<file path="config.mk">
export PLATFORM = sky130hd
export DESIGN_NAME = instr_fetch_buffer
export DESIGN_NICKNAME = d
export VERILOG_FILES = /design/src/rtl/instr_fetch_buffer.sv
export SDC_FILE = /design/constraint.sdc
export NUM_CORES = 2
export LEC_CHECK = 0
export CORE_MARGIN = 2
export CORE_UTILIZATION = 56
export CTS_BUF_LIST = sky130_fd_sc_hd__clkbuf_2
export DETAILED_ROUTE_END_ITERATION = 8
export PLACE_DENSITY = 0.85
export SLEW_MARGIN = 20
export SYNTH_ARGS = -nofsm -noshare
export SYNTH_HDL_FRONTEND = slang
export SYNTH_SLANG_ARGS = --single-unit
</file>
<file path="constraint.sdc">
create_clock -name clk -period 4.7 [get_ports clk]
set_input_delay 1.41 -clock clk [delete_from_list [all_inputs] [get_ports clk]]
set_output_delay 1.41 -clock clk [all_outputs]
set_load 0.05 [all_outputs]
</file>
<file path="src/rtl/instr_fetch_buffer.sv">
// Slot-granular instruction buffer between the IFU and Decode.
// Optional same-cycle bypass when empty: define INSTQ_BYPASS_EN.
module instr_fetch_buffer #(
  parameter int DEPTH      = 8,
  parameter int INST_WIDTH = 32,
  parameter int ADDR_WIDTH = 64
) (
  input  logic                    clk,
  input  logic                    rst,
  input  logic                    enq_valid_i,
  input  logic [1:0]              enq_mask_i,
  input  logic [2*INST_WIDTH-1:0] enq_inst_i,
  input  logic [ADDR_WIDTH-1:0]   enq_pc_i,
  input  logic                    enq_misaligned_i,
  output logic                    enq_ready_o,
  input  logic                    flush_i,
  input  logic [1:0]              deq_cnt_i,
  output logic                    deq0_valid_o,
  output logic [INST_WIDTH-1:0]   deq0_inst_o,
  output logic [ADDR_WIDTH-1:0]   deq0_pc_o,
  output logic                    deq0_exc_o,
  output logic                    deq1_valid_o,
  output logic [INST_WIDTH-1:0]   deq1_inst_o,
  output logic [ADDR_WIDTH-1:0]   deq1_pc_o,
  output logic                    deq1_exc_o,
  output logic [$clog2(DEPTH):0]  count_o
);

  localparam int PW = $clog2(DEPTH);
  localparam int CW = PW + 1;

  typedef struct packed {
    logic [INST_WIDTH-1:0] inst;
    logic [ADDR_WIDTH-1:0] pc;
    logic                  exc;
  } slot_t;

  slot_t          mem [DEPTH];
  logic [PW-1:0]  rd_ptr;
  logic [PW-1:0]  wr_ptr;
  logic [CW-1:0]  count;

  slot_t          in0;
  slot_t          in1;
  logic [1:0]     n_in;
  logic           enq_ready;
  logic           enq_fire;
  logic           byp;
  logic [1:0]     req;
  logic [1:0]     n_deq;
  logic [1:0]     n_pop;
  logic [1:0]     n_wr;
  slot_t          w0;

  slot_t          s0;
  slot_t          s1;
  logic           v0;
  logic           v1;

  assign enq_ready = (count <= CW'(DEPTH - 2));
  assign enq_fire  = enq_valid_i & enq_ready & ~flush_i;
  assign req       = (deq_cnt_i == 2'd3) ? 2'd2 : deq_cnt_i;

`ifdef INSTQ_BYPASS_EN
  assign byp = enq_fire & (count == '0);
`else
  assign byp = 1'b0;
`endif

  // Compact the fetch pair into up to two ordered slots
  always_comb begin
    in0  = '0;
    in1  = '0;
    n_in = 2'd0;
    if (enq_misaligned_i) begin
      in0.pc  = enq_pc_i;
      in0.exc = 1'b1;
      n_in    = 2'd1;
    end else begin
      unique case (enq_mask_i)
        2'b01: begin
          in0.inst = enq_inst_i[INST_WIDTH-1:0];
          in0.pc   = enq_pc_i;
          n_in     = 2'd1;
        end
        2'b11: begin
          in0.inst = enq_inst_i[INST_WIDTH-1:0];
          in0.pc   = enq_pc_i;
          in1.inst = enq_inst_i[2*INST_WIDTH-1:INST_WIDTH];
          in1.pc   = enq_pc_i + ADDR_WIDTH'(4);
          n_in     = 2'd2;
        end
        2'b10: begin
          in0.inst = enq_inst_i[2*INST_WIDTH-1:INST_WIDTH];
          in0.pc   = enq_pc_i + ADDR_WIDTH'(4);
          n_in     = 2'd1;
        end
        default: begin
          n_in = 2'd0;
        end
      endcase
    end
  end

  // Clip dequeue to what is visible and size the write
  always_comb begin
    n_deq = 2'd0;
    n_pop = 2'd0;
    n_wr  = 2'd0;
    w0    = in0;
    if (!flush_i) begin
      if (byp) begin
        n_deq = (req > n_in) ? n_in : req;
        n_wr  = n_in - n_deq;
        w0    = (n_deq == 2'd0) ? in0 : in1;
      end else begin
        n_deq = (CW'(req) > count) ? count[1:0] : req;
        n_pop = n_deq;
        n_wr  = enq_fire ? n_in : 2'd0;
      end
    end
  end

  // Pointer and occupancy state; flush wins over enq/deq
  always_ff @(posedge clk or negedge rst) begin
    if (!rst) begin
      rd_ptr <= '0;
      wr_ptr <= '0;
      count  <= '0;
    end else if (flush_i) begin
      rd_ptr <= '0;
      wr_ptr <= '0;
      count  <= '0;
    end else begin
      rd_ptr <= rd_ptr + PW'(n_pop);
      wr_ptr <= wr_ptr + PW'(n_wr);
      count  <= count + CW'(n_wr) - CW'(n_pop);
    end
  end

  // Slot storage; contents survive flush and reset
  always_ff @(posedge clk) begin
    if (!flush_i) begin
      if (n_wr != 2'd0) begin
        mem[wr_ptr] <= w0;
      end
      if (n_wr == 2'd2) begin
        mem[wr_ptr + PW'(1)] <= in1;
      end
    end
  end

  // Head/head+1 view, zeroed when not valid
  always_comb begin
    v0 = (count != '0);
    v1 = (count >= CW'(2));
    s0 = mem[rd_ptr];
    s1 = mem[rd_ptr + PW'(1)];
`ifdef INSTQ_BYPASS_EN
    if (byp) begin
      v0 = (n_in != 2'd0);
      v1 = (n_in == 2'd2);
      s0 = in0;
      s1 = in1;
    end
`endif
    if (!v0) s0 = '0;
    if (!v1) s1 = '0;
  end

  assign enq_ready_o  = enq_ready;
  assign count_o      = count;
  assign deq0_valid_o = v0;
  assign deq0_inst_o  = s0.inst;
  assign deq0_pc_o    = s0.pc;
  assign deq0_exc_o   = s0.exc;
  assign deq1_valid_o = v1;
  assign deq1_inst_o  = s1.inst;
  assign deq1_pc_o    = s1.pc;
  assign deq1_exc_o   = s1.exc;

endmodule

</file>
Word level (Yosys, flattened, before mapping)
Memory sizes are Yosys's and may differ from the RTL's.
Cells that the tools add are included.
{ "totals": {"regBits": 10, "out_inout_bits": 201, "mem_count": 1, "ramBits": 776, "input_bits": 137, "wordCells": 50} }
{ "memory_table": {"columns": ["name", "depth", "width", "read_ports", "rd_clocked_by_memory_dff", "write_ports", "line", "source"], "rows": [
  ["mem", 8, 97, 2, 0, 2, "38", "slot_t mem [DEPTH];"]
]} }
{ "op_classes": {"n_reduce_logical": 4, "n_lt_le_gt_ge": 3, "eq_ne": 5, "n_mux": 24, "bitwise": 3, "n_addsub": 7} }
{ "ops": {"columns": ["cell", "count"], "rows": [
  ["$mux 97", 2],
  ["$mux 96", 2],
  ["$pmux 96 s2", 1],
  ["$add 64x3->64 const B", 1],
  ["$mux 64", 1],
  ["$mux 32", 1],
  ["$mux 2", 6],
  ["$eq 2x2->1 const B", 4],
  ["$mux 1", 7],
  ["$add 3x1->3 const B", 2],
  ["$add 3x2->3", 2],
  ["$mux 3", 2],
  ["$add 4x2->4", 1],
  ["$ge 4x2->1 const B", 1],
  ["$gt 2x4->1", 1],
  ["$le 4x3->1 const B", 1],
  ["$mux 4", 1],
  ["$pmux 2 s2", 1],
  ["$reduce_bool 4->1", 1],
  ["$reduce_or 2->1", 2],
  ["$sub 4x2->4", 1],
  ["$and 1x1->1", 2],
  ["$eq 2x1->1 const B", 1],
  ["$reduce_bool 2->1", 1],
  ["$not 1->1", 1]
]} }

Longest topological paths before layout
{ "depth": {"ltp_word": 10, "ltp_mapped": 15, "depth_no_buf": 15} }

Least setup slack after synthesis
No wires, ideal clock.
{ "synth_timing": {"path_type": "input port to flip-flop", "startpoint": "in enq_mask_i[0]", "endpoint": "mem mem[3][10] in the netlist's numbering, enable pin", "setup_time_ns": 0.898, "slack_ns": -1.236, "arrival_time_ns": 5.038, "cell_stages": 9, "cell_sequence": "clkbuf_1 -> inv_1 -> ha_1 -> nor3_1 -> and3b_1 -> nand2_1 -> clkbuf_1 -> clkbuf_1 -> nand2_1"} }
{ "synth_rtl": {"columns": ["element", "line", "source"], "rows": [
  ["start, declared", "11", "input logic [1:0] enq_mask_i,"],
  ["end, declared", "38", null]
]} }

Worst setup path in the final report
{ "layout_timing": {"startpoint": "reg rd_ptr[0]", "endpoint": "out deq1_pc_o[38]"} }
{ "layout_via": {"elab_chain_cells": 3} }
{ "layout_rtl": {"columns": ["element", "line", "source"], "rows": [
  ["start, declared", "39", "logic [PW-1:0] rd_ptr;"],
  ["start signal, assigned", "135", "rd_ptr <= rd_ptr + PW'(n_pop);"],
  ["$add 3x1->3", "158", "s1 = mem[rd_ptr + PW'(1)];"],
  ["$mem_v2 8x97", null, null],
  ["$mux 97", "168", "if (!v1) s1 = '0;"],
  ["end, declared", "24", "output logic [ADDR_WIDTH-1:0] deq1_pc_o,"]
]} }
Every way passes these cells.

==> results.md <==
- Post-detailed-placement half-perimeter wirelength: 109.2 mm
- Synthesized area per cell: 12.22 sq um
- Number of CTS-inserted buffers: roughly 190
- Hold violation total from the final report: 0
- Height of the die: 293.5 um
- Element type at the critical path end: primary output
- Count of pins on the block boundary: 338
- Violations in the final reports: DRC, setup timing
- Total number of vias: 46010
- Combinational share of power: 60.1%
- Root buffer cell: sky130_fd_sc_hd__clkbuf_2
- Post-Route Utilization: a little under three quarters
- Synth Instances: 3841
- Highest-count cells in the layout ignoring fill and taps: 768 x sky130_fd_sc_hd__edfxtp_1, 625 x sky130_fd_sc_hd__o22ai_1, 388 x sky130_fd_sc_hd__mux4_2
- Average wire per standard cell: about 37 um
- Antenna violations before repair: 20
- Flop2flop setup slack: 1210 ps
- Max-slew headroom: 6.647%
- Seq pwr share: 24.8%
- Signed area change from the synthesized netlist to the final layout: 26.66%
- Cell Count Post-Placement: between 5000 and 6000
- Result of the run: finished with violations
- Total Power: 32.05 mW
- Setup violation total in the final timing report: 194
- Critical register-to-register path endpoint: mem[6][74]
- GRT overflow: 0
- Sequential element share of the synthesized area: 50.03%
- Iteration-0 DRC count of the detailed router: 10260
- Initial Util: 56.33%
- Hold-fix buffers at CTS: 0
- Routed wire length: 210.8 mm
- Maximum fanout count along the critical path: 44
- Startpoint of the lowest-slack register-to-register path: count_o[3]
- Worst slack, placed: 186.7 ps
- Reg clk slew, reported paths: approximately 110 ps
- Leakage: about 18 nW
- Most common cell after layout, fill and taps aside: sky130_fd_sc_hd__edfxtp_1
- Cell area after synthesis: 46920 sq um
- Most used DFF post-synth: sky130_fd_sc_hd__edfxtp_1
- Clock network fraction of total power: 15.1%
- Finished layout cell area: 59430 sq um
- Arrival time of data at the critical path endpoint: 4200 ps
- Number of buffer cells added on primary ports: 337
- Slew at the pin closest to its max-slew limit: 1400 ps
- H-tree Lvls: 4
- Number of enable-type register cells in the synthesized netlist: between 700 and 800
- Worst clock skew: 77.81 ps
- Count of filler cells inserted in the layout: between 4000 and 5000
- Antenna Violating Nets Remaining: 0
- Async set or reset register ratio after synthesis: around 1.3%
- Final slew viol count: 0
- Syn. warnings: 0
- Synth Register Bits: approximately 800
- Placed Instance Area: between 50000 and 60000 sq um
- Min-delay worst type: in2async
- Clk sinks: around 790
- Distinct cells, synth: 78
- Worst Slack Setup Final: -910.4 ps
- Sw frac: 46.63%
- Switching pwr: 14.94 mW
- Minimum clock period: 5610 ps
- GPL Wtd Cong: between 1 and 1.5
- Worst endpoint required time: approximately 3300 ps
- Peak supply drop: 537.3 uV
- Internal: 17.11 mW
- Floorplan Core Area: 83290 sq um
- Register area: roughly 23000 sq um
- Unrepaired setup endpoints after global routing: true
- Critical path type: reg2out
- Area of the multi-input gates: 23570 sq um
- End of the critical path: deq1_pc_o[38]
- Vias per Instance: about 8
- Startpoint kind of the worst setup timing path: flop
- Max-capacitance violation count: 0
- Number of cells on the worst reg-to-reg path: 9
- Crit share post-route: 119.4%
- Worst-case clock buffer depth: 3
- Router iterations before antenna repair: 9
- Wire length of the first global-routing pass: 289.2 mm
- Die Span X: 293.5 um
- Largest net degree at the start of global routing: 78
- Highest Clock Rate: ~180 MHz
- Final cell count without fillers: 5631
- Vias in the first global route: 44920
- Clock tree from TritonCTS: built
- Net count of the finished layout: 4558
- Die ar.: between 80000 and 90000 sq um
- Net Count, Synth: 4001
- Cell Pwr Density: 539.3 nW/um^2
- DRC violation count after routing: 58
- Clk_lat worst skew: 1560 ps
- Total number of placement rows: 106
- Gr usage total: a little under half
- Worst setup startpoint: rd_ptr[0]
- Fraction of layout cells with a size suffix above 1: 36.86%
==> per-layer routing <==
metal  wire [um]  global-route usage, %  vias up
met5         170                 0.7374        -
met4       22810                  36.22       20
met3       42850                  21.99     2058
met2       87080                  66.29     6173
met1       57920                  53.04    20890
li1            -                      -    16870
==> cell families (layout without fill, tap and decap cells) <==
family                   after synthesis  in the layout  synth area share (%)
AO/OA/AOI/OAI                       1131           1131                 14.66
XOR/XNOR                              52             52                0.9707
adder cells (fa/ha/maj)               23             23                0.6773
buffers and inverters                426           1125                 3.579
flip-flops                           786            786                 50.03
multiplexers                         492            492                 20.85
other                                  0              9                     0
AND/OR/NAND/NOR                      931            933                 9.232
==> critical path, stage by stage (launching register included) <==
cell	delay, ps
sky130_fd_sc_hd__dfrtp_4	590
sky130_fd_sc_hd__buf_12	170
sky130_fd_sc_hd__ha_4	200
sky130_fd_sc_hd__xnor2_4	360
sky130_fd_sc_hd__buf_12	440
sky130_fd_sc_hd__nand2_1	170
sky130_fd_sc_hd__a21oi_2	540
sky130_fd_sc_hd__buf_6	240
==> cell usage after synthesis, drive strengths merged, types with 26 or more instances <==
cell type / number / area share, %
a21oi: 214 / 2.3
a22o: 34 / 0.63
a31oi: 26 / 0.35
buf: 128 / 1.2
clkbuf: 264 / 2.1
edfxtp: 768 / 49
inv: 33 / 0.26
mux2i: 101 / 2.2
mux4: 388 / 19
nand2: 443 / 3.5
nand3: 114 / 1.2
nand4: 31 / 0.49
nor2: 156 / 1.3
nor3: 55 / 0.64
o21ai: 162 / 1.7
o22ai: 625 / 8.3
xnor2: 31 / 0.58
==> through the flow <==
step | hold slack [ps] | setup TNS (ps)
6_report | 236.4 | -99970
3_5_place_dp | 481.4 | 0
4_1_cts | 194.5 | -92040
5_1_grt | 262.8 | -105480
3_3_place_gp | 465.8 | 0
2_1_floorplan | 456.0 | 0
==> area by class of cell <==
class,count,share of cell area [%]
Multi-Input combinational cell,2631,39.66
Clock inverter,67,0.6274
Sequential cell,786,39.52
Antenna cell,9,0.03790
Tap cell,1080,2.274
Clock buffer,270,2.274
Inverter,34,0.2274
Timing Repair Buffer,754,15.38
==> state kept, by name, summed over array words and instances (netlist names) <==
name	flops
mem	776
count_o	4
rd_ptr	3
wr_ptr	3
==> power by group through the flow <==
stage               logic [mW]  clock network [mW]  registers, mW
floorplan                 9.38                   0           8.05
CTS                       17.4                4.59           7.92
detailed placement        14.3                   0           8.09
global placement          14.1                   0           8.08
finish                    19.3                4.84           7.96
global route              19.5                5.02           7.97
==> worst min-delay path by stage <==
stage	slack [ps]	endpoint	startpoint	depth (start not counted)
after floorplan	460	mem[2][0]	mem[2][0]	2
after global placement	470	mem[6][0]	mem[6][0]	2
after detailed placement	480	mem[6][0]	mem[6][0]	2
after CTS	190	count_o[2]	rst	1
after global routing	260	count_o[1]	rst	1
final	240	count_o[2]	rst	1
==> what timing repair did <==
action | 4_1_cts | 5_1_grt
gates cloned | 43 | 12
setup endpoints to repair | 197 | 197
setup buffers | 83 | 60
gates resized for setup | 1037 | 275
pin swaps | 53 | 60
No activity file was read; power rests on OpenSTA's default activity.
